**src/rtl/mem_port_arbiter.sv**
```systemverilog
// mem_port_arbiter: shares the single unified memory port of the multi-cycle
// RV32 core between instruction fetch (IorD = 0) and load/store (IorD = 1).
// One transaction at a time: IDLE (grant) -> ISSUE (command) -> WAIT (response
// or timeout). Grants are combinational in IDLE only; responses are registered
// one-cycle rvalid pulses steered to the owning requester.
//
// Ports:
//   clk, reset                      clock, asynchronous active-high reset
//   if_req/if_addr -> if_gnt        fetch request, accepted in IDLE
//   d_req/d_we/d_addr/d_wdata/d_be  data request -> d_gnt
//   if_rvalid, d_rvalid, rdata, err response pulses, shared data, timeout flag
//   mem_req/we/addr/wdata/be        latched command toward memory
//   mem_ready, mem_rvalid, mem_rdata memory handshake and read data
//   owner, busy                     current owner (0 fetch, 1 data), not IDLE
//
// Build option: ARB_ROUND_ROBIN_EN selects alternating priority on ties;
// without it, data always wins over fetch.

module mem_port_arbiter #(
   parameter int ADDR_W  = 32,
   parameter int DATA_W  = 32,
   parameter int TIMEOUT = 15
) (
   input  logic              clk,
   input  logic              reset,
   input  logic              if_req,
   input  logic [ADDR_W-1:0] if_addr,
   output logic              if_gnt,
   output logic              if_rvalid,
   input  logic              d_req,
   input  logic              d_we,
   input  logic [ADDR_W-1:0] d_addr,
   input  logic [DATA_W-1:0] d_wdata,
   input  logic [3:0]        d_be,
   output logic              d_gnt,
   output logic              d_rvalid,
   output logic [DATA_W-1:0] rdata,
   output logic              err,
   output logic              mem_req,
   output logic              mem_we,
   output logic [ADDR_W-1:0] mem_addr,
   output logic [DATA_W-1:0] mem_wdata,
   output logic [3:0]        mem_be,
   input  logic              mem_ready,
   input  logic              mem_rvalid,
   input  logic [DATA_W-1:0] mem_rdata,
   output logic              owner,
   output logic              busy
);

   typedef enum logic [1:0] {IDLE, ISSUE, WAIT} state_t;

   localparam logic [7:0] TIMEOUT_C = 8'(TIMEOUT);

   state_t            state_q;
   logic              owner_q;
   logic              mem_we_q;
   logic [ADDR_W-1:0] mem_addr_q;
   logic [DATA_W-1:0] mem_wdata_q;
   logic [3:0]        mem_be_q;
   logic [DATA_W-1:0] rdata_q;
   logic [7:0]        cnt_q;
   logic              if_rvalid_q;
   logic              d_rvalid_q;
   logic              err_q;
   logic              sel_data;

`ifdef ARB_ROUND_ROBIN_EN
   // Owner of the most recent grant; 0 after reset so data wins the first tie.
   logic              last_q;

   always_comb begin
      sel_data = d_req & (~if_req | ~last_q);
   end
`else
   always_comb begin
      sel_data = d_req;
   end
`endif

   always_comb begin
      d_gnt  = (state_q == IDLE) & sel_data;
      if_gnt = (state_q == IDLE) & if_req & ~sel_data;
   end

   always_ff @(posedge clk or posedge reset) begin
      if (reset) begin
         state_q     <= IDLE;
         owner_q     <= 1'b0;
         mem_we_q    <= 1'b0;
         mem_addr_q  <= '0;
         mem_wdata_q <= '0;
         mem_be_q    <= 4'b0000;
         rdata_q     <= '0;
         cnt_q       <= 8'd0;
         if_rvalid_q <= 1'b0;
         d_rvalid_q  <= 1'b0;
         err_q       <= 1'b0;
`ifdef ARB_ROUND_ROBIN_EN
         last_q      <= 1'b0;
`endif
      end else begin
         if_rvalid_q <= 1'b0;
         d_rvalid_q  <= 1'b0;
         err_q       <= 1'b0;
         case (state_q)
            IDLE: begin
               if (d_gnt || if_gnt) begin
                  owner_q <= d_gnt;
                  cnt_q   <= 8'd0;
                  state_q <= ISSUE;
`ifdef ARB_ROUND_ROBIN_EN
                  last_q  <= d_gnt;
`endif
                  if (d_gnt) begin
                     mem_we_q    <= d_we;
                     mem_addr_q  <= d_addr;
                     mem_wdata_q <= d_wdata;
                     mem_be_q    <= d_be;
                  end else begin
                     mem_we_q    <= 1'b0;
                     mem_addr_q  <= if_addr;
                     mem_wdata_q <= '0;
                     mem_be_q    <= 4'b1111;
                  end
               end
            end
            ISSUE: begin
               if (mem_ready) begin
                  // Only data can own a write, so a write completion is d_rvalid.
                  if (mem_we_q) begin
                     d_rvalid_q <= 1'b1;
                     state_q    <= IDLE;
                  end else begin
                     state_q    <= WAIT;
                  end
               end
            end
            WAIT: begin
               // A response arriving in the timeout cycle still wins.
               if (mem_rvalid) begin
                  rdata_q     <= mem_rdata;
                  if_rvalid_q <= ~owner_q;
                  d_rvalid_q  <= owner_q;
                  cnt_q       <= 8'd0;
                  state_q     <= IDLE;
               end else if (cnt_q == TIMEOUT_C) begin
                  rdata_q     <= '0;
                  if_rvalid_q <= ~owner_q;
                  d_rvalid_q  <= owner_q;
                  err_q       <= 1'b1;
                  cnt_q       <= 8'd0;
                  state_q     <= IDLE;
               end else begin
                  cnt_q <= cnt_q + 8'd1;
               end
            end
            default: state_q <= IDLE;
         endcase
      end
   end

   // Decoded from the state register so reset drops mem_req immediately.
   assign mem_req   = (state_q == ISSUE);
   assign busy      = (state_q != IDLE);
   assign owner     = owner_q;
   assign mem_we    = mem_we_q;
   assign mem_addr  = mem_addr_q;
   assign mem_wdata = mem_wdata_q;
   assign mem_be    = mem_be_q;
   assign rdata     = rdata_q;
   assign if_rvalid = if_rvalid_q;
   assign d_rvalid  = d_rvalid_q;
   assign err       = err_q;

endmodule

```
**config.mk**
```make
export PLATFORM = sky130hd
export DESIGN_NAME = mem_port_arbiter
export DESIGN_NICKNAME = d
export VERILOG_FILES = /design/src/rtl/mem_port_arbiter.sv
export SDC_FILE = /design/constraint.sdc
export NUM_CORES = 1
export LEC_CHECK = 0
export CAP_MARGIN = 10
export CORE_MARGIN = 10
export CORE_UTILIZATION = 35
export CTS_BUF_LIST = sky130_fd_sc_hd__clkbuf_8 sky130_fd_sc_hd__clkbuf_16
export DETAILED_ROUTE_END_ITERATION = 10
export PLACE_DENSITY = 0.77
export SETUP_SLACK_MARGIN = 0.1
export SLEW_MARGIN = 20
export SYNTH_ARGS = -nofsm -noshare
export SYNTH_HDL_FRONTEND = slang
export SYNTH_SLANG_ARGS = --single-unit
```
**constraint.sdc**
```tcl
create_clock -name clk -period 4.8 [get_ports clk]
set_clock_uncertainty 0.05 [all_clocks]
set_input_delay 0.72 -clock clk [delete_from_list [all_inputs] [get_ports clk]]
set_output_delay 0.72 -clock clk [all_outputs]
set_load 0.05 [all_outputs]
```
; Word level (Yosys, flattened, before mapping)
; Index checks and enable logic that the tools add are counted.
[totals]
inputBits = 139
word_cells = 59
output_inout_bits = 109
reg_bits = 115
[classes]
n_bitwise = 5
add_sub_neg = 1
n_mux = 27
n_reduce_logical = 9
eq_ne = 6
[op_table]
columns = op, n
row1 = $mux 32, 4
row2 = $mux 8, 3
row3 = $pmux 8 s2, 1
row4 = $mux 1, 11
row5 = $mux 2, 5
row6 = $add 8x1->8 const B, 1
row7 = $eq 8x4->1 const B, 1
row8 = $pmux 2 s3, 1
row9 = $reduce_and 2->1, 3
row10 = $reduce_bool 2->1, 3
row11 = $mux 4, 1
row12 = $ne 2x1->1 const B, 2
row13 = $and 1x1->1, 3
row14 = $ne 3x3->1 const B, 1
row15 = $reduce_and 3->1, 1
row16 = $eq 2x1->1 const B, 1
row17 = $eq 2x2->1 const B, 1
row18 = $logic_not 2->1, 1
row19 = $not 1->1, 2
row20 = $pmux 1 s2, 1
row21 = $logic_or 1x1->1, 1

; Logic depth before layout (Yosys ltp)
; Gate-level depths: netlist of the first run.
[logic_depth]
depth_word = 6
ltp_mapped = 9
mapped_depth_nobuf = 6

; Worst setup path after synthesis of the first run
; OpenSTA, ideal clock, no wires.
[synth_timing]
path_type = flip-flop to output port
startpoint = register state_q[0]
endpoint = output port if_gnt
n_path_buf = 2
path_slack_ns = 2.120
required_ns = 4.030
stages_incl_launch_ff = 7
arrival_time_ns = 1.910
cell_sequence = dfrtp_1 inv_1 ha_1 buf_2 nand2_1 buf_1 nor2_1
[synth_via]
elab_chain_cells = 3
[synth_rtl]
columns = element, line
row1 = from (decl), 55  ; state_t state_q;
row2 = from (signal assigned), 88  ; state_q <= IDLE;
row3 = from (signal assigned), 111  ; state_q <= ISSUE;
row4 = from (signal assigned), 133  ; state_q <= IDLE;
row5 = $logic_not 2->1, 83  ; if_gnt = (state_q == IDLE) & if_req & ~sel_data;
row6 = $and 1x1->1 (2 in a row), 83
row7 = to (decl), 28  ; output logic if_gnt,
; No other way between the ends.

; Worst setup path in the final report of the first run
[layout_timing]
startpoint = input port d_req
endpoint = output port d_gnt
[layout_via]
elab_chain_cells = 1
[layout_rtl]
columns = element, line
row1 = from (decl), 30  ; input logic d_req,
row2 = $and 1x1->1, 82  ; d_gnt = (state_q == IDLE) & sel_data;
row3 = to (decl), 35  ; output logic d_gnt,
; No other way between the ends.

==> results.json, run 1 <==
{
  "cts_buffer_depth": 2,
  "fp.dieH_um": 135,
  "crit_chain": "clkdlybuf4s50_1 > nand2_1 > inv_2 > clkdlybuf4s50_1",
  "crit_buf_inv": 3,
  "postCtsHoldBufs": 0,
  "cp_slowest_cell": "clkdlybuf4s50_1",
  "ys_warn_count": 0,
  "rrSetupSlack_ns": 2.43,
  "rsz0062_at_grt": "no",
  "synth-simple-area-share_pct": 7.49,
  "yosysTopAreaCell": "dfrtp_1",
  "post_cts_resized": 0,
  "min_to": "if_rvalid$_DFF_PP0_",
  "worstSkewPairLatency_ns": 0.41,
  "finalNetCount": 768,
  "gr-total-overflow": 0,
  "synth_nets": 522,
  "setup-tns-final_ns": 0,
  "vdd_ir_drop_max_mv": 0.515,
  "crit-reg2reg-capture": "mem_addr[30]$_DFFE_PP0P_",
  "hold_ws_ns": 0.441,
  "drv_cap": 0,
  "synth_compound_area_share_pct": 19.5,
  "gp_congestion": 0.842,
  "clock_sinks": 115,
  "numCtsBuffers": 17,
  "cts_tree": "yes",
  "routedWlPerCell_um": 20.0,
  "dr.first_iter.drc_count": 183,
  "end_kind": "output pin",
  "synth_top_family_by_area": "compound AO/OA/AOI/OAI gates",
  "htree_num_levels": 4,
  "ys_seq_area_share_pct": 62.4,
  "p_leak_nw": 3.55,
  "post_synth_mux_area_share_pct": 6.95,
  "drive_gt1_share_pct": 7.37,
  "syn2layout_area_growth_pct": 72.3,
  "antenna_found_initial": 0,
  "status": "finished clean",
  "arrival_ns": 2.49,
  "vias": 4110,
  "synth_area_per_cell_um2": 12.2,
  "crit_family": "buffers and inverters",
  "netlist_instances": 379,
  "vias_per_cell": 5.07,
  "relSlewSlack_pct": 39.6,
  "cp_common_cell": "clkdlybuf4s50_1",
  "n_antenna_cell": 0,
  "initial_core_util_pct": 36.1,
  "synth.area.top_cells": "dfrtp_1 62%, a22o_1 12%, mux2i_1 6.9%",
  "path_clk_slew_ns": 0.05,
  "syn_area_um2": 4610,
  "die_w_um": 135,
  "die_area_um2": 18200,
  "min-delay-start": "owner$_DFFE_PP0P_",
  "coreArea_um2": 12800,
  "critPathKind": "in -> out",
  "path_max_fanout": 7,
  "powerDensity_nw_per_um2": 853,
  "drtAntennaViolNets": 0,
  "synthXorXnorAreaFrac_pct": 0,
  "ff2ff_path_depth": 6,
  "grt.total_usage_pct": 17.7,
  "period_needed_ns": 3.26,
  "port_buffers": 247,
  "cpPeakStageDelay_ns": 0.84,
  "hpwl_um": 11900,
  "grt_pass1_vias": 4492,
  "cts_setup_buffers": 0,
  "whs_path_depth": 1,
  "rows": 41,
  "finalHoldViolations": 0,
  "root_buffer": "clkbuf_16",
  "worst_setup_path_start_kind": "input port",
  "grt_pass1_wl_um": 25200,
  "r2r-start": "state_q[1]$_DFFE_PP0P_",
  "io_pins": 248,
  "setup_viol": 0,
  "first_pass_iters": 5,
  "max_slew.worst_pin.slew_ns": 0.906,
  "routed_wl_um": 16200,
  "synth_cell_types": 33,
  "grt_max_degree": 98,
  "drc": 0,
  "maxSlewViolCount": 0,
  "ys_ff_latch": 115,
  "fmax_mhz": 307,
  "hold_class": "reg -> reg",
  "synth_top_cell_area_share_pct": 62.4,
  "crit_required_ns": 4.03,
  "synthAdderAreaFrac_pct": 1.09,
  "post-route-period-util_pct": 67.9
}
placed cells by master (no fill, tap or decap), types with 2 or more instances in the layout:
| cell type | count |
|---|---|
| nand2b_1 | 2 |
| nand2_1 | 49 |
| clkbuf_8 | 3 |
| clkbuf_16 | 17 |
| o22a_1 | 4 |
| nand3_1 | 3 |
| nor3_1 | 3 |
| inv_6 | 2 |
| mux2i_1 | 32 |
| ha_1 | 4 |
| dfrtp_1 | 115 |
| or4_1 | 4 |
| clkdlybuf4s50_1 | 247 |
| nor2b_1 | 2 |
| bufinv_16 | 6 |
| a22o_1 | 65 |
| inv_1 | 4 |
| o21ai_2 | 2 |
| buf_4 | 5 |
| o221ai_1 | 2 |
| clkinvlp_4 | 3 |
| o21ai_0 | 40 |
| nor2_1 | 7 |
final cells by class:
class,count,area (µm²)
clock inverters,12,225
inverters,6,27.5
well taps,172,215
fillers,982,4830
multi-input cells,233,1620
repair buffers,252,2510
flip-flops and latches,115,2880
clock buffers,20,467
power by group:
| group | internal, mW | switching, mW |
|---|---|---|
| clock network | 1.02 | 0.453 |
| logic | 1.25 | 2.36 |
| registers | 1.42 | 0.275 |
registers in the layout, indices dropped and copies added, names as in the netlist:
register and cells:
rdata 32, cnt_q 8, if_rvalid 1, d_rvalid 1, err 1, mem_we 1
mem_wdata 32, owner 1, mem_be 4, state_q 2, mem_addr 32
per-stage QoR:
step                power (mW)  cells  util (%)  worst slack, ns  cell area, µm²
detailed placement        5.34    778      56.8             1.53            7250
floorplan                 4.00    379         -            0.986            4610
global route              7.08    810      62.2             1.43            7950
finish                    6.78    810      62.2             1.54            7950
CTS                       6.84    810      62.2             1.53            7940
global placement          5.28    778      56.8             1.57            7250
kinds of logic after synthesis:
kind of cell             after synthesis
AND/OR/NAND/NOR                       77
adder cells (fa/ha/maj)                4
AO/OA/AOI/OAI                        120
flip-flops                           115
multiplexers                          32
buffers and inverters                 31
worst max path at each step:
stage	from	end	slack, ns	depth (start not counted)
2_1_floorplan	reset	cnt_q[0]$_DFFE_PP0P_	0.99	1
3_3_place_gp	d_req	d_gnt	1.57	4
3_5_place_dp	d_req	d_gnt	1.53	4
4_1_cts	d_req	d_gnt	1.53	4
5_1_grt	state_q[1]$_DFFE_PP0P_	d_gnt	1.43	5
6_report	d_req	d_gnt	1.54	4
worst register-to-register path, delay by kind of cell, from the launching register on:
| family | cells | cell delay, ns |
|---|---|---|
| simple gates | 1 | 0.28 |
| compound gates | 1 | 0.28 |
| fa+ha+maj | 1 | 0.32 |
| buf+inv | 3 | 0.89 |
| flops | 1 | 0.38 |
Yosys cell counts:
master / count
or2_0: 1
or4_4: 1
o31ai_1: 1
nor3_1: 3
nand2_1: 50
mux2i_1: 32
dfrtp_1: 115
inv_1: 5
o21ai_1: 2
clkbuf_1: 20
and2_1: 1
or4_1: 4
nor2_1: 7
o32a_2: 1
nor4b_1: 1
buf_2: 4
nor3b_1: 1
o21a_4: 1
o22a_1: 4
ha_1: 4
o221ai_1: 2
nand2b_1: 2
o22ai_1: 1
a21oi_1: 1
a22o_1: 65
nand4_1: 1
nand3_1: 3
clkinv_1: 1
buf_1: 1
nor2b_1: 2
a32o_1: 1
o21ai_0: 40
a22o_2: 1
metal layers:
| metal | wire (µm) | part of all wire, % | GRT usage [%] | up-vias |
|---|---|---|---|---|
| met5 | 0 | 0 | 0 | - |
| met4 | 227 | 1.4 | 5.86 | 0 |
| li1 | - | - | - | 1887 |
| met2 | 7470 | 46 | 28.0 | 212 |
| met3 | 1770 | 11 | 8.61 | 18 |
| met1 | 6700 | 41 | 20.7 | 1993 |
Note: power is estimated with default switching activity, not from simulation.
==> run 2, diff against run 1 <==
--- a/config.mk
+++ b/config.mk
@@ -10,7 +10,7 @@
 export CORE_UTILIZATION = 35
 export CTS_BUF_LIST = sky130_fd_sc_hd__clkbuf_8 sky130_fd_sc_hd__clkbuf_16
 export DETAILED_ROUTE_END_ITERATION = 10
-export PLACE_DENSITY = 0.77
+export PLACE_DENSITY = 0.8
 export SETUP_SLACK_MARGIN = 0.1
 export SLEW_MARGIN = 20
 export SYNTH_ARGS = -nofsm -noshare
==> constraint.sdc (replaced) <==
create_clock -name clk -period 2.7 [get_ports clk]
set_clock_uncertainty 0.05 [all_clocks]
set_input_delay 0.405 -clock clk [delete_from_list [all_inputs] [get_ports clk]]
set_output_delay 0.405 -clock clk [all_outputs]
set_load 0.05 [all_outputs]
==> run 2 against run 1 <==
Clock-buffer cell count stayed put. Clock power is 38% higher. Sequential power is 78% higher. Wire length is 2.8% lower. Largest power group unchanged. Highest routed layer is now met5.
==> results.json, run 2 (same netlist as run 1, synthesis figures left out) <==
{
  "cp_slowest_cell": "or4_1",
  "port_buffers": 247,
  "clock_sinks": 115,
  "max_slew.worst_pin.slew_ns": 0.874,
  "final_cell_mix": "244 x clkdlybuf4s50_1, 115 x dfrtp_1, 65 x a22o_1, 49 x nand2_1, 40 x o21ai_0",
  "die_w_um": 135,
  "setup-tns-final_ns": 0,
  "fin_area_um2": 7860,
  "grt_pass1_wl_um": 24100,
  "path_max_fanout": 6,
  "gp_congestion": 0.800,
  "routedWlPerCell_um": 19.4,
  "grt_pass1_vias": 4452,
  "worst_setup_path_start_kind": "flop",
  "initial_core_util_pct": 36.1,
  "setup_viol": 0,
  "cts_tree": "yes",
  "placed_cells": 779,
  "gr-total-overflow": 0,
  "post-place-ws_ns": 0.250,
  "numCtsBuffers": 17,
  "worstSkewPairLatency_ns": 0.40,
  "vias_per_cell": 5.05,
  "root_buffer": "clkbuf_16",
  "routed_wl_um": 15700,
  "post-route-util_pct": 61.5,
  "path_clk_slew_ns": 0.05,
  "vdd_ir_drop_max_mv": 0.827,
  "cp-startpoint": "state_q[0]$_DFFE_PP0P_",
  "coreArea_um2": 12800,
  "cts_setup_buffers": 0,
  "syn2layout_area_growth_pct": 70.5,
  "grt.total_usage_pct": 16.9,
  "grt_max_degree": 116,
  "first_pass_iters": 4,
  "fillers": 965,
  "relSlewSlack_pct": 41.5,
  "finalNetCount": 769,
  "hold_class": "in -> async",
  "finalHoldViolations": 0,
  "post-route-period-util_pct": 87.9,
  "p_leak_nw": 3.54,
  "die_area_um2": 18200,
  "cpPeakStageDelay_ns": 0.59,
  "period_needed_ns": 2.37,
  "fp.dieH_um": 135,
  "powerDensity_nw_per_um2": 1460,
  "drc": 0,
  "vias": 4103,
  "dr.first_iter.drc_count": 215,
  "critPathKind": "reg -> reg",
  "rsz0062_at_grt": "no",
  "cts_buffer_depth": 2,
  "hpwl_um": 11600,
  "rows": 41,
  "drv_cap": 0,
  "p_total_mw": 11.5,
  "fin_ws_ns": 0.326,
  "status": "finished clean",
  "stdcell_count": 812,
  "final_common_cell": "clkdlybuf4s50_1",
  "drive_gt1_share_pct": 6.73,
  "io_pins": 248,
  "arrival_ns": 2.62,
  "placed_cell_area_um2": 7310,
  "crit_required_ns": 2.95,
  "crit_chain": "inv_1 > ha_1 > nor2b_1 > o21ai_0 > or4_1 > o221ai_1",
  "end_kind": "flop",
  "postCtsHoldBufs": 0,
  "drtAntennaViolNets": 0,
  "hold_ws_ns": 0.440,
  "antenna_found_initial": 2,
  "htree_num_levels": 4,
  "r2r-start": "state_q[0]$_DFFE_PP0P_",
  "fmax_mhz": 421,
  "maxSlewViolCount": 0
}
## run 2: cell count changes in the layout (fill, tap and decap cells not counted)
cell,before,now
clkinv_2,1,4
bufinv_16,6,1
clkinvlp_4,3,1
buf_12,0,4
inv_6,2,0
clkinv_4,1,0
dlymetal6s2s_1,0,1
o21ai_4,0,1
diode_2,0,1
inv_1,4,11
buf_4,5,4
o21ai_2,2,1
clkdlybuf4s50_1,247,244
## run 2: layout make-up
class                           instances  area [µm²]  area share (%)
Antenna cell                            1        2.50          0.0318
Clock buffer                           20         467            5.94
Clock inverter                         12        76.3           0.971
Inverter                                6        26.3           0.334
Multi-Input combinational cell        233        1630            20.8
Sequential cell                       115        2880            36.6
Tap cell                              172         215            2.74
Timing Repair Buffer                  253        2560            32.6
## run 2: repair_timing
action                                 4_1_cts  5_1_grt
endpoints found under the hold margin        0        0
gates resized for setup                      0        1
setup endpoints to repair                    0        1
## run 2: worst max-delay path: cells and delay by family (launching register included)
kind	cells	cell delay, ns
adders and majority gates	1	0.26
buffers and inverters	1	0.09
AOI/OAI and AO/OA	2	0.55
and+or+nand+nor	2	0.91
DFF	1	0.40
## run 2: power breakdown
group	leakage [nW]	internal, mW	switching, mW
Clock	0.298	1.30	0.731
Combinational	1.80	2.26	4.18
Sequential	1.44	2.52	0.476
## run 2: metal layers
metal / up-vias / global-route usage [%] / share of wire [%]
met5: - / 0 / 0.083
met4: 2 / 5.62 / 1.3
met3: 21 / 9.90 / 12
met2: 212 / 26.0 / 46
met1: 1981 / 19.2 / 40
li1: 1887 / - / -
## run 2: path summary, 6_finish.rpt
check                      depth (start not counted)  slack, ns                      end
min in group clk                                   1       0.44    mem_be[0]$_DFFE_PP0P_
setup reg to reg                                   6       0.33     cnt_q[7]$_DFFE_PP0P_
max in group asynchronous                          3       1.62  mem_addr[8]$_DFFE_PP0P_
setup / recovery                                   6       0.33     cnt_q[7]$_DFFE_PP0P_
hold reg to reg                                    1       0.44    mem_be[0]$_DFFE_PP0P_
hold / removal                                     3       0.44    rdata[12]$_DFFE_PP0P_
==> run 3, diff against run 2 <==
==> constraint.sdc (replaced) <==
create_clock -name clk -period 2.7 [get_ports clk]
set_clock_uncertainty 0.05 [all_clocks]
set_input_delay 0.405 -clock clk [delete_from_list [all_inputs] [get_ports clk]]
set_output_delay 0.405 -clock clk [all_outputs]
set_load 0.01 [all_outputs]
==> run 3 against run 2 <==
Sequential cell count is the same. Sequential share of layout area shrank 0.10 points. First-iteration DRC count shrank 30%. Clock-buffer cell count shrank 1.
==> results.json, run 3 (same netlist as run 1, synthesis figures left out) <==
{
  "status": "finished clean",
  "drv_cap": 0,
  "antenna_found_initial": 0,
  "path_max_fanout": 7,
  "final_common_cell": "clkdlybuf4s50_1",
  "grt_use_met2_pct": 27.2,
  "crit_family": "buffers and inverters",
  "relSlewSlack_pct": 41.0,
  "post_cts_resized": 0,
  "clock_sinks": 115,
  "grtUsageMet1_pct": 19.0,
  "final_cell_mix": "247 x clkdlybuf4s50_1, 115 x dfrtp_1, 65 x a22o_1, 49 x nand2_1, 40 x o21ai_0",
  "hold_class": "in -> async",
  "rows": 41,
  "cp_slowest_cell": "clkdlybuf4s50_1",
  "n_antenna_cell": 0,
  "setup-tns-final_ns": 0,
  "vias_per_cell": 5.03,
  "dr.first_iter.drc_count": 150,
  "stdcell_count": 811,
  "routedWlPerCell_um": 19.5,
  "grt.met3_usage_pct": 8.75,
  "routed_wl_um": 15800,
  "gr-total-overflow": 0,
  "worst_setup_path_start_kind": "flop",
  "cts_buffer_depth": 2,
  "cts_tree": "yes",
  "post-route-util_pct": 61.7,
  "drc": 0,
  "max_slew.worst_pin.slew_ns": 0.885,
  "grt_max_degree": 116,
  "gp_congestion": 0.831,
  "arrival_ns": 1.96,
  "placed_cell_area_um2": 7280,
  "grt_pass1_vias": 4510,
  "initial_core_util_pct": 36.1,
  "first_pass_iters": 4,
  "crit_required_ns": 2.25,
  "cts_setup_buffers": 0,
  "maxSlewViolCount": 0,
  "post-route-period-util_pct": 89.5,
  "p_leak_nw": 3.52,
  "fin_area_um2": 7880,
  "end_kind": "output pin",
  "vias": 4082,
  "io_pins": 248,
  "busiest_layer": "met2",
  "numCtsBuffers": 17,
  "crit_chain": "inv_1 > ha_2 > nand2_1 > inv_2 > clkdlybuf4s50_1",
  "cpPeakStageDelay_ns": 0.58,
  "placed_cells": 780,
  "rrSetupSlack_ns": 0.37,
  "finalNetCount": 770,
  "period_needed_ns": 2.42,
  "root_buffer": "clkbuf_16",
  "setup_viol": 0,
  "htree_num_levels": 4,
  "coreArea_um2": 12800,
  "syn2layout_area_growth_pct": 70.9,
  "drtAntennaViolNets": 0,
  "grt.total_usage_pct": 17.0,
  "r2r-start": "state_q[0]$_DFFE_PP0P_",
  "vdd_ir_drop_max_mv": 0.580,
  "path_clk_slew_ns": 0.05,
  "postCtsHoldBufs": 0,
  "critPathKind": "reg -> out",
  "post-place-ws_ns": 0.309,
  "rsz0062_at_grt": "no",
  "fillers": 972,
  "fin_ws_ns": 0.284,
  "finalHoldViolations": 0,
  "drive_gt1_share_pct": 7.36,
  "port_buffers": 247,
  "crit_buf_inv": 3,
  "grt_pass1_wl_um": 24600,
  "die_w_um": 135,
  "fp.dieH_um": 135,
  "ff2ff_path_depth": 6,
  "hpwl_um": 11900,
  "path_depth": 5,
  "worstSkewPairLatency_ns": 0.40,
  "fmax_mhz": 414,
  "crit-reg2reg-capture": "cnt_q[7]$_DFFE_PP0P_",
  "die_area_um2": 18200,
  "powerDensity_nw_per_um2": 1170
}
## run 3: cell types whose count changed in the layout (fill, tap and decap cells not counted), moves of 2 or more
cell             change
buf_12               -3
clkinvlp_4           +3
buf_4                +2
inv_1                -5
clkdlybuf4s50_1      +3
bufinv_16            +2
## run 3: metrics by stage
stage	hold slack, ns	total power [mW]
global placement	0.424	6.93
CTS	0.449	9.34
finish	0.424	9.22
detailed placement	0.432	7.06
floorplan	0.415	4.71
global route	0.455	9.74
## run 3: worst max path at each step
| stage | start | to | slack [ns] |
|---|---|---|---|
| 2_1_floorplan | state_q[0]$_DFFE_PP0P_ | cnt_q[6]$_DFFE_PP0P_ | 0.67 |
| 6_report | state_q[0]$_DFFE_PP0P_ | d_gnt | 0.28 |
| 5_1_grt | state_q[0]$_DFFE_PP0P_ | d_gnt | 0.20 |
| 3_3_place_gp | d_req | cnt_q[6]$_DFFE_PP0P_ | 0.39 |
| 3_5_place_dp | mem_rvalid | cnt_q[7]$_DFFE_PP0P_ | 0.31 |
| 4_1_cts | state_q[0]$_DFFE_PP0P_ | d_gnt | 0.15 |
## run 3: power breakdown
| part | switching [mW] | leakage (nW) | total (mW) | internal, mW |
|---|---|---|---|---|
| Sequential | 0.480 | 1.44 | 3.00 | 2.52 |
| Clock | 0.736 | 0.293 | 2.21 | 1.48 |
| Combinational | 1.75 | 1.78 | 4.01 | 2.26 |
| Total | 2.97 | 3.52 | 9.22 | 6.26 |
## run 3: area by class of cell
cell class	count	area, µm²	area share [%]
Tap cell	172	215	2.73
Clock inverter	12	140	1.78
Inverter	6	26.3	0.333
Clock buffer	19	453	5.75
Sequential cell	115	2880	36.5
Multi-Input combinational cell	233	1630	20.7
Timing Repair Buffer	254	2540	32.2
## run 3: routing by layer
layer  vias to the layer above  routed length (µm)  part of all wire, %
li1                       1875                   -                    -
met1                      1968                6250                   40
met2                       222                7330                   46
met3                        17                1990                   13
met4                         0                 223                  1.4
met5                         -                   0                    0
## run 3: worst register-to-register path: cells and delay by family (launching register included)
family,cells,cell delay [ns]
AO/OA/AOI/OAI,2,0.48
buffers and inverters,1,0.11
adder cells (fa/ha/maj),1,0.29
flip-flops,1,0.39
AND/OR/NAND/NOR,2,0.93
==> patch 1 (settings of run 2) <==
`ADDR_W`: 32 -> 36.
--- a/src/rtl/mem_port_arbiter.sv
+++ b/src/rtl/mem_port_arbiter.sv
@@ -17,7 +17,7 @@
 // without it, data always wins over fetch.
 
 module mem_port_arbiter #(
-   parameter int ADDR_W  = 32,
+   parameter int ADDR_W  = 36,
    parameter int DATA_W  = 32,
    parameter int TIMEOUT = 15
 ) (
Ports: changed (resized d_addr, if_addr and mem_addr); port bits go from 248 to 260. No check against the original RTL was run, so the function may have changed too.
==> patch 1 against run 2 <==
Register-to-register slack gained 0.25 ns. Synthesized area grew 3.6%. Final area increased by 4.7%. Synthesized cell count increased by 2.6%. Hold slack improved by 0.0044 ns. Power is 1.9% higher. Critical path depth down 3. Cell count grew 3.1%. Setup slack worse by 0.043 ns. Sequential cell count rose by 4. Routed wire length up 7.6%. Critical path type is now flop to output pin. Critical endpoint is now mem_req.
==> patch 1: results (changes against run 2) <==
| Metric | Value |
|---|---|
| CTS Buffer Depth | `2 (unchanged)` |
| Register-to-register path setup slack | `0.58 ns (+0.25 ns)` |
| Largest net degree at the start of global routing | `120 (+3.4%)` |
| Clock Latency Late Sink | `0.41 ns` |
| Vias in the first global route | `4634 (+4.1%)` |
| CTS H-tree depth | `4 (unchanged)` |
| Sequential-to-total area share from yosys stat | `62.3% (-0.095 points)` |
| CTS clk-pin slew, worst paths | `0.05 ns (about the same)` |
| CTS Buf Count | `17 (unchanged)` |
| Fin nets | `799 (+3.9%)` |
| Sw frac | `45.5% (-1.4 points)` |
| Max FFs per register | `36` |
| Fraction of layout cells with a size suffix above 1 | `7.41% (+0.68 points)` |
| Post-synth net total | `540 (+3.4%)` |
| Syn Area/Cell | `12.3 um^2 (+0.97%)` |
| Global-route wire length before repair | `26000 um (+7.9%)` |
| R2R depth | `6 (unchanged)` |
| Length of the first detailed-routing pass in iterations | `4 (unchanged)` |
| Top cells by area, synth | `dfrtp_1 (62%), a22o_1 (12%), mux2i_1 (8.0%), o21ai_0 (4.0%), nand2_1 (3.7%)` |
| Routed WL per cell | `20.2 um (+4.4%)` |
| Fill count | `1053 (+9.1%)` |
| Tmin final | `2.42 ns (+0.0426 ns)` |
| Slowest cell on crit path | `clkdlybuf4s50_1` |
| Via density per instance | `4.98 (-1.4%)` |
| Top fanout value on the critical path | `4 (-2)` |
| Worst ir drop on vdd | `0.000745 V (-9.9%)` |
| DR iter-0 viols | `292 (+36%)` |
| Synth warnings | `0 (unchanged)` |
| Slowest stage delay, CP | `0.84 ns (+0.25 ns)` |
| Count of cell types in the netlist | `34 (+3.0%)` |
| Synth top cells by count | `dfrtp_1 (119), a22o_1 (65), nand2_1 (47)` |
| Half-perimeter wire length after placement | `12400 um (+7.7%)` |
| Initial antenna violation count | `0 (-2)` |
| Leak Pwr | `3.70 nW (+4.5%)` |
| Worst min path class | `flop to flop` |
| CTS root buf | `clkbuf_16` |
| Rel. slew slack | `42.6% (+1.1 points)` |
| Port Buffers | `259 (+4.9%)` |
| Antenna diodes | `0 (-1)` |
| Status | `finished clean` |
| Post CTS Setup Buffer Count | `0 (unchanged)` |
| Gr usage total | `17.9% (+1.0 points)` |
| Placed cells | `805 (+3.3%)` |
| Async set or reset register ratio after synthesis | `100% (unchanged)` |
| RD Place Congestion | `0.831 (+3.9%)` |
| Worst EP arrival | `1.96 ns (-0.66 ns)` |
| Detailed Route WL | `16900 um (+7.6%)` |
| Pre-CTS setup slack | `0.372 ns (+0.122 ns)` |
| Critical R2R Launch | `state_q[0]$_DFFE_PP0P_` |
| Delay-heaviest family, CP | `buffers and inverters` |
-- patch 1: cell type report --
class	instances	area, um^2	share of cell area (%)
flip-flops and latches	119	2980	36.2
repair buffers	266	2680	32.5
multi-input cells	239	1690	20.5
clock buffers	18	439	5.33
well taps	176	220	2.67
clock inverters	14	205	2.49
inverters	5	22.5	0.274
-- patch 1: cells by family (layout without fill, tap and decap cells) --
family	count (synthesis)	after routing	share of synthesized area (%)
AO/OA/AOI/OAI	116	116	17.9
XOR/XNOR	4	4	0.733
adder cells (fa/ha/maj)	4	4	1.05
buffers and inverters	31	303	2.75
flip-flops	119	119	62.3
multiplexers	38	38	7.96
AND/OR/NAND/NOR	77	77	7.33
-- patch 1: power groups by stage --
stage / registers [W] / clock network, W / logic (W)
finish: 0.00300 / 0.00247 / 0.00621
global route: 0.00310 / 0.00261 / 0.00651
CTS: 0.00301 / 0.00251 / 0.00627
detailed placement: 0.00301 / 0 / 0.00625
global placement: 0.00298 / 0 / 0.00614
floorplan: 0.00551 / 0 / 0.00145
-- patch 1: worst reg2reg max path: stages (launching register included) --
cell	delay [ns]
dfrtp_1	0.39
inv_1	0.11
ha_1	0.30
nor2_1	0.17
or2_1	0.33
or4_4	0.54
a21oi_2	0.15
-- patch 1: per-stage QoR --
step,instance area [um^2],hold slack (ns)
global placement,7580,0.425
detailed placement,7590,0.430
floorplan,4780,0.422
CTS,8230,0.448
global route,8230,0.458
finish,8230,0.444
-- patch 1: metal layers --
metal	vias to the layer above	track usage, %	wire [um]
li1	1934	-	-
met5	-	0	0
met4	0	6.09	243
met3	19	8.36	1710
met1	2033	19.7	6560
met2	185	30.0	8400
-- patch 1: worst max path at each step --
stage / startpoint / depth (start not counted) / end
after global placement: mem_rvalid / 3 / d_rvalid$_DFF_PP0_
after CTS: state_q[0]$_DFFE_PP0P_ / 4 / busy
final: state_q[1]$_DFFE_PP0P_ / 3 / mem_req
after detailed placement: mem_rvalid / 3 / rdata[16]$_DFFE_PP0P_
after floorplan: state_q[0]$_DFFE_PP0P_ / 6 / d_gnt
after global routing: state_q[1]$_DFFE_PP0P_ / 3 / mem_req
-- patch 1: repair_timing --
| item | CTS | global route |
|---|---|---|
| endpoints found under the setup margin | 0 | 1 |
| gates resized for setup | 0 | 1 |
| hold buffers | 0 | 0 |
==> patch 2 (settings of run 2) <==
Without the edit above. Compare `cnt_q` against `TIMEOUT_C` with >= in place of ==.
--- a/src/rtl/mem_port_arbiter.sv
+++ b/src/rtl/mem_port_arbiter.sv
@@ -144,7 +144,7 @@
                   d_rvalid_q  <= owner_q;
                   cnt_q       <= 8'd0;
                   state_q     <= IDLE;
-               end else if (cnt_q == TIMEOUT_C) begin
+               end else if (cnt_q >= TIMEOUT_C) begin
                   rdata_q     <= '0;
                   if_rvalid_q <= ~owner_q;
                   d_rvalid_q  <= owner_q;
Check against the original RTL: no difference found for any inputs over 4 cycles, from zero or initial values and one cycle with reset high; that may be too few to reach the edited logic, so the function may still have changed.
==> patch 2 against run 2 <==
Final area up 0.95%. Routed wire length down 1.5%. Count of clock-buffer cells in the layout down 1. Hold slack better by 0.0050 ns. Sequential cell count unchanged. First-iteration DRC count down 11%. Power up 2.3%. Die area up 0.86%. Cell count down 0.99%. Global-route usage down 0.056 points. Synthesized area up 1.0%. Setup slack worse by 0.11 ns. Utilization down 1.1 points.
==> patch 2: results (changes against run 2) <==
| Metric | Value |
|---|---|
| Slowest stage delay, CP | `0.84 ns (+0.25 ns)` |
| CTS root buf | `clkbuf_16` |
| Synth top cells by count | `dfrtp_1 (115), nand2_1 (46), a22o_1 (39)` |
| Global-route wire length before repair | `24000 um (-0.29%)` |
| Fin nets | `759 (-1.3%)` |
| Pre-CTS setup slack | `0.453 ns (+0.203 ns)` |
| Portion of netlist area occupied by mux cells | `7.12% (+0.17 points)` |
| CP Data Required Time | `2.25 ns (-0.70 ns)` |
| Worst setup path start | `state_q[1]$_DFFE_PP0P_` |
| Gr usage total | `16.8% (-0.056 points)` |
| DR iter-0 viols | `192 (-11%)` |
| Adder-Cell Fraction of Synth Area | `1.34% (+0.26 points)` |
| RR Endpoint | `mem_addr[29]$_DFFE_PP0P_` |
| Total combinational power | `0.00648 W (+0.6%)` |
| Top fanout value on the critical path | `4 (-2)` |
| Count of cell types in the netlist | `35 (+6.1%)` |
| Slowest cell on crit path | `clkdlybuf4s50_1` |
| Critical path endpoint | `mem_req` |
| Worst min path class | `flop to flop` |
| Fraction of layout cells with a size suffix above 1 | `12.9% (+6.2 points)` |
| Vias in the first global route | `4351 (-2.3%)` |
| Register-to-register path setup slack | `0.63 ns (+0.30 ns)` |
| Sw frac | `46.2% (-0.75 points)` |
| Status | `finished clean` |
| Leak Pwr | `3.56 nW (+0.49%)` |
| Synth Area in Compound Gates | `19.6% (+0.13 points)` |
| Post-synth net total | `510 (-2.3%)` |
| Top cells by area, synth | `dfrtp_1 (62%), a22o_1 (7.3%), mux2i_1 (6.9%), a22o_2 (5.8%), nand2_1 (3.7%)` |
| Post-CTS sizing | `1 (+1)` |
| Sequential-to-total area share from yosys stat | `61.8% (-0.62 points)` |
| Top sig layer | `met4` |
| Delay-heaviest family, CP | `buffers and inverters` |
| Max Clock Freq | `0.403 GHz (-4.3%)` |
| Via density per instance | `4.82 (-4.7%)` |
| DR WL met3 | `1480 um (-23%)` |
| Half-perimeter wire length after placement | `11700 um (+1.3%)` |
| Antenna diodes | `0 (-1)` |
| Clk pwr share | `19.4% (+1.7 points)` |
| Initial antenna violation count | `0 (-2)` |
| Int Power | `0.00632 W (+3.8%)` |
[patch 2: cell types whose count changed in the layout (fill, tap and decap cells not counted), moves of 3 or more]
cell	before	now
inv_1	11	4
a22o_2	1	27
o21ai_0	40	33
clkinvlp_4	1	7
o21ai_1	0	4
nand2_1	49	46
nor2_1	7	3
or4_1	4	0
o21a_1	0	3
a22o_1	65	39
[patch 2: through the flow]
stage               area [um^2]  hold WS [ns]  cells  utilization (%)
floorplan                  4660         0.417    366                -
global placement           7320         0.432    772             55.7
detailed placement         7320         0.432    772             55.7
CTS                        7930         0.449    804             60.4
global route               7940         0.465    804             60.4
finish                     7940         0.445    804             60.4
[patch 2: per-layer routing]
metal,track usage (%),vias to the layer above
met5,0,-
met4,7.00,0
met3,7.64,14
met2,27.2,166
met1,18.9,1854
li1,-,1838
[patch 2: area by class of cell]
class	count	area [um^2]
fillers	1041	5200
flip-flops and latches	115	2880
repair buffers	254	2560
multi-input cells	221	1640
clock buffers	19	453
well taps	176	220
clock inverters	13	159
inverters	6	26.3
